--- src/rtl/traffic_pkg.sv ---
// traffic_pkg: definitions shared by the intersection phase sequencer and
// the lamp driver.
//   phase_t    : sequencer state; the enum value is the PH phase code
//   LAMP_*     : 3-bit lamp codes used by the lamp-driver stage
package traffic_pkg;

    typedef enum logic [1:0] {
        S_HG = 2'd0,
        S_HY = 2'd1,
        S_FG = 2'd2,
        S_FY = 2'd3
    } phase_t;

    localparam logic [2:0] LAMP_RED    = 3'b100;
    localparam logic [2:0] LAMP_GREEN  = 3'b010;
    localparam logic [2:0] LAMP_YELLOW = 3'b110;
    localparam logic [2:0] LAMP_WHITE  = 3'b111;

endpackage

--- src/rtl/phase_timer.sv ---
// phase_timer: loadable CW-bit down-counter with tick enable.
//   clk, rst  : clock, asynchronous active-high reset (loads RST_VAL)
//   load      : load load_val; has priority over tick
//   load_val  : value to load
//   tick      : decrement enable; the count saturates at zero
//   count     : current count
//   zero      : count == 0
module phase_timer #(
    parameter int CW      = 8,
    parameter int RST_VAL = 0
) (
    input  logic          clk,
    input  logic          rst,
    input  logic          load,
    input  logic [CW-1:0] load_val,
    input  logic          tick,
    output logic [CW-1:0] count,
    output logic          zero
);

    localparam logic [CW-1:0] RST_CNT = CW'(RST_VAL);

    always_ff @(posedge clk or posedge rst) begin
        if (rst) begin
            count <= RST_CNT;
        end else if (load) begin
            count <= load_val;
        end else if (tick && (count != '0)) begin
            count <= count - 1'b1;
        end
    end

    assign zero = (count == '0);

endmodule

--- src/rtl/traffic_phase_ctrl.sv ---
// traffic_phase_ctrl: highway/farm-road phase sequencer.
//   Clk      : system clock, rising edge
//   RS       : asynchronous active-high reset
//   TICK     : timebase enable, one-cycle pulse per tick
//   FARMCAR  : farm-road vehicle sensor (latched)
//   AMB_IN   : farm-road ambulance request (latched; live level extends farm green)
//   HG/HY/HR : highway green/yellow/red phase strobes
//   FG/FY/FR : farm green/yellow/red phase strobes
//   PH       : current phase code (S_HG=0, S_HY=1, S_FG=2, S_FY=3)
//   REMAIN   : current phase timer value, in ticks
module traffic_phase_ctrl
    import traffic_pkg::*;
#(
    parameter int CW     = 8,
    parameter int HG_MIN = 10,
    parameter int Y_T    = 3,
    parameter int FG_MIN = 3,
    parameter int FG_MAX = 8
) (
    input  logic          Clk,
    input  logic          RS,
    input  logic          TICK,
    input  logic          FARMCAR,
    input  logic          AMB_IN,
    output logic          HG,
    output logic          HY,
    output logic          HR,
    output logic          FG,
    output logic          FY,
    output logic          FR,
    output logic [1:0]    PH,
    output logic [CW-1:0] REMAIN
);

    if ((FG_MIN < 1) || (FG_MIN > FG_MAX) || (HG_MIN < 0) || (Y_T < 0) ||
        (HG_MIN >= 2**CW) || (Y_T >= 2**CW) || (FG_MAX >= 2**CW)) begin : g_param_err
        $error("traffic_phase_ctrl: illegal timing parameters");
    end

    localparam logic [CW-1:0] HG_LOAD   = CW'(HG_MIN);
    localparam logic [CW-1:0] Y_LOAD    = CW'(Y_T);
    localparam logic [CW-1:0] FG_LOAD   = CW'(FG_MAX);
    // Farm green may end early once the timer has fallen this far,
    // i.e. FG_MIN ticks have elapsed since the FG_MAX load.
    localparam logic [CW-1:0] EARLY_LIM = CW'(FG_MAX - FG_MIN);

    phase_t        state;
    phase_t        next_state;
    logic          farm_req;
    logic          amb_req;
    logic          timer_load;
    logic [CW-1:0] timer_load_val;
    logic [CW-1:0] timer;
    logic          timer_zero;
    logic          enter_fy;

    // state register and request latches
    always_ff @(posedge Clk or posedge RS) begin
        if (RS) begin
            state    <= S_HG;
            farm_req <= 1'b0;
            amb_req  <= 1'b0;
        end else begin
            state <= next_state;
            // a request present on the S_FY entry edge survives the clear
            if (FARMCAR) begin
                farm_req <= 1'b1;
            end else if (enter_fy) begin
                farm_req <= 1'b0;
            end
            if (AMB_IN) begin
                amb_req <= 1'b1;
            end else if (enter_fy) begin
                amb_req <= 1'b0;
            end
        end
    end

    // next-state logic
    always_comb begin
        next_state = state;
        unique case (state)
            S_HG: if (amb_req || (timer_zero && farm_req)) next_state = S_HY;
            S_HY: if (timer_zero) next_state = S_FG;
            S_FG: if (!AMB_IN && (timer_zero || (!FARMCAR && (timer <= EARLY_LIM))))
                      next_state = S_FY;
            S_FY: if (timer_zero) next_state = S_HG;
            default: next_state = S_HG;
        endcase
    end

    assign enter_fy   = (state == S_FG) && (next_state == S_FY);
    assign timer_load = (next_state != state);

    always_comb begin
        timer_load_val = HG_LOAD;
        unique case (next_state)
            S_HG: timer_load_val = HG_LOAD;
            S_HY: timer_load_val = Y_LOAD;
            S_FG: timer_load_val = FG_LOAD;
            S_FY: timer_load_val = Y_LOAD;
            default: timer_load_val = HG_LOAD;
        endcase
    end

    phase_timer #(
        .CW      (CW),
        .RST_VAL (HG_MIN)
    ) u_timer (
        .clk      (Clk),
        .rst      (RS),
        .load     (timer_load),
        .load_val (timer_load_val),
        .tick     (TICK),
        .count    (timer),
        .zero     (timer_zero)
    );

    // output decode (Moore)
    always_comb begin
        HG = 1'b0;
        HY = 1'b0;
        HR = 1'b0;
        FG = 1'b0;
        FY = 1'b0;
        FR = 1'b0;
        unique case (state)
            S_HG: begin HG = 1'b1; FR = 1'b1; end
            S_HY: begin HY = 1'b1; FR = 1'b1; end
            S_FG: begin FG = 1'b1; HR = 1'b1; end
            S_FY: begin FY = 1'b1; HR = 1'b1; end
            default: begin HG = 1'b1; FR = 1'b1; end
        endcase
    end

    assign PH     = state;
    assign REMAIN = timer;

endmodule

--- config.mk ---
export PLATFORM = sky130hd
export DESIGN_NAME = traffic_phase_ctrl
export DESIGN_NICKNAME = d
export VERILOG_FILES = /design/src/rtl/traffic_pkg.sv /design/src/rtl/phase_timer.sv /design/src/rtl/traffic_phase_ctrl.sv
export SDC_FILE = /design/constraint.sdc
export NUM_CORES = 1
export LEC_CHECK = 0
export BUFFER_PORTS_ARGS = -buffer_cell sky130_fd_sc_hd__buf_2
export CORE_MARGIN = 5
export CORE_UTILIZATION = 50
export DETAILED_ROUTE_END_ITERATION = 10
export GPL_ROUTABILITY_DRIVEN = 0
export GPL_TIMING_DRIVEN = 1
export HOLD_SLACK_MARGIN = 0.06
export PLACE_DENSITY = 0.76
export REMOVE_ABC_BUFFERS = 1
export SYNTH_ARGS = -nofsm -noshare
export SYNTH_HDL_FRONTEND = slang
export SYNTH_SLANG_ARGS = --single-unit
--- constraint.sdc ---
create_clock -name Clk -period 4.8 [get_ports Clk]
set_input_delay 0.48 -clock Clk [delete_from_list [all_inputs] [get_ports Clk]]
set_output_delay 0.48 -clock Clk [all_outputs]
set_load 0.05 [all_outputs]
==> results.tsv <==
metric	value	unit
Boundary Pins	21	
post-CTS setup buffer count	0	
result of the run	complete, no violations	
Num Clock Sinks	12	
Starting Density	0.545	
clk_lat worst skew	270	ps
proportion of synthesized chip area in sequential cells	0.361	
clock tree from TritonCTS	done	
Post-CTS Resized	0	
DRC viols	0	
share of async-settable or async-resettable flops after synthesis	1.00	
Place WS	2660	ps
critical path buffer and inverter count	1	
Setup Crit Path Kind	flop to flop	
path category of the worst min-delay check	input pin to async pin	
layout net count	112	
Area contributors post-synth	sky130_fd_sc_hd__dfrtp_1, sky130_fd_sc_hd__dfstp_2, sky130_fd_sc_hd__xnor2_1	
Total Neg Setup Slack	0	ps
number of different library cells in the post-synthesis netlist	43	
final critical delay including setup and external delays	2230	ps
max-slew violation total from the final report	0	
global route total overflow	0	
met3 track demand over resource	0.0291	
Clk pin slew, worst setup/hold paths	80	ps
Max Clk Rate	449	MHz
H-tree depth	1	
share of the synthesized area in the top cell type	0.298	
met2 Usage GRT	0.246	
Post-Syn Instances	82	
routed wirelength normalized by instance count	17.0	um
vertical die dimension	51.0	um
normalized max-slew margin	0.579	
detailed-route vias per instance	6.21	
wire length after detailed routing	2020	um
top fanout value on the critical path	7	
Seq cells post-synth	12	
Period Utilization, post-route	0.464	
register-to-register setup slack	2570	ps
critical path, cell by cell	inv_1 > ha_1 > nor3b_1 > a21boi_1 > a311oi_1 > a2bb2oi_1	
final hold violation count	0	
hold bufs inserted after CTS	0	
dominant cell by count in the synthesized netlist	sky130_fd_sc_hd__dfrtp_1	
final worst-path setup slack	2570	ps
buffer depth of the longest clock path	2	
Critical Path Sink Type	flop	
total via count in the routed design	739	
EDFF count, synth	0	
busiest metal layer after global routing	met2	
Filler Cells Inserted	142	
dominant synthesized flop cell	sky130_fd_sc_hd__dfrtp_1	
total setup violations reported at the end of the flow	0	
root buf cell	sky130_fd_sc_hd__clkbuf_4	
most used standard cells in the synthesized netlist	sky130_fd_sc_hd__dfrtp_1, sky130_fd_sc_hd__nor2_1, sky130_fd_sc_hd__inv_1, sky130_fd_sc_hd__xnor2_1	
# port buffers	20	
Worst Tran Pin Value	626	ps
area of the die	2600	sq um
Cell Area, Synth	840	sq um
Top Family by Delay on Critical Path	compound AO/OA/AOI/OAI gates	
data arrival time of the worst path	2430	ps
DR iter-0 viols	13	
count of standard-cell rows	14	
area of the core	1540	sq um
RSZ-0062 raised after global routing	false	
Die Wd	51.0	um
number of cells on the worst reg-to-reg path	6	
data required time of the critical path	5000	ps
Warnings, synthesis	0	
worst reg2reg startpoint	u_timer.count[0]$_DFFE_PP0P_	
vias in the first global route	709	
category of the worst setup path launch point	flop	
count of antenna diodes in the layout	0	
Critical R2R Capture	u_timer.count[3]$_DFFE_PP1P_	
max-capacitance violation count	0	
worst-path cell with the longest stage delay	sky130_fd_sc_hd__nor3b_1	
signed area change from the synthesized netlist to the final layout	16.2	%
biggest cell delay along the critical path	520	ps
average footprint of a synthesized cell	10.2	sq um
first-pass GRT wire length	3340	um
met1 track demand over resource in global routing	0.234	
hold_ws	196	ps
clock skew after layout	4.31	ps
number of iterations in the first detailed-routing pass	4	
dpl hpwl	1520	um
largest net degree at the start of global routing	13	
antenna violations before repair	0	
clock buffers created by TritonCTS	3	
number of routed nets with antenna violations	0	
cell accounting for the most synthesized area	sky130_fd_sc_hd__dfrtp_1	
total global-route track usage	0.166	
fraction of layout instances using a drive strength above 1	0.340	
[logic make-up (layout without fill, tap and decap cells)]
group                      count (synthesis)  count (layout)  synth area share
adders and majority gates                  3               3            0.0447
muxes                                      2               2            0.0238
and+or+nand+nor                           31              31             0.259
DFF                                       12              12             0.361
xor gates and xnor gates                   7               7            0.0730
AOI/OAI and AO/OA                         17              17             0.183
buffers and inverters                     10              31            0.0551
[flip-flops by register name, summed over array words and instances, names as in the netlist]
name / cells
u_timer.count: 8
PH: 2
farm_req: 1
amb_req: 1
[layout make-up]
class / instances / area (sq um) / share of cell area
Timing Repair Buffer: 20 / 100 / 0.103
Clock buffer: 4 / 36.3 / 0.0372
Tap cell: 16 / 20.0 / 0.0205
Multi-Input combinational cell: 60 / 490 / 0.503
Sequential cell: 12 / 303 / 0.310
Inverter: 7 / 26.3 / 0.0269
[per-stage QoR]
stage / instance area, sq um / util / cells
finish: 976 / 0.633 / 119
CTS: 976 / 0.633 / 119
floorplan: 820 / - / 79
detailed placement: 940 / 0.610 / 115
global placement: 940 / 0.610 / 115
global route: 976 / 0.633 / 119
[worst max-delay path by stage]
stage / startpoint / end / slack [ps] / depth (start not counted)
after global placement: u_timer.count[0]$_DFFE_PP0P_ / u_timer.count[3]$_DFFE_PP1P_ / 2770 / 6
after global routing: u_timer.count[0]$_DFFE_PP0P_ / u_timer.count[3]$_DFFE_PP1P_ / 2490 / 6
after CTS: u_timer.count[0]$_DFFE_PP0P_ / u_timer.count[3]$_DFFE_PP1P_ / 2640 / 6
after detailed placement: u_timer.count[0]$_DFFE_PP0P_ / u_timer.count[3]$_DFFE_PP1P_ / 2660 / 6
after floorplan: PH[1]$_DFF_PP0_ / FY / 1990 / 2
final: u_timer.count[0]$_DFFE_PP0P_ / u_timer.count[3]$_DFFE_PP1P_ / 2570 / 6
[cells in the final DEF (no fill, tap or decap), drive strengths merged, types with 2 or more instances in the layout]
cell	netlist	routed
buf	2	20
dfrtp	10	10
nor2	8	8
inv	7	7
xnor2	5	5
nor3	5	5
clkbuf	1	4
ha	3	3
nand3	3	3
nand4	2	2
nor2b	2	2
mux2i	2	2
or4	2	2
xor2	2	2
a211oi	2	2
dfstp	2	2
nor4	2	2
a21boi	2	2
[layer usage]
metal  vias up  wire length, um
met4         0               46
li1        348                -
met2        42              919
met3         6              164
met5         -                0
met1       343              888
Power is left out: the tool's default activity adds up to more than one toggle a clock period on the data nets, which glitch-free logic cannot reach.
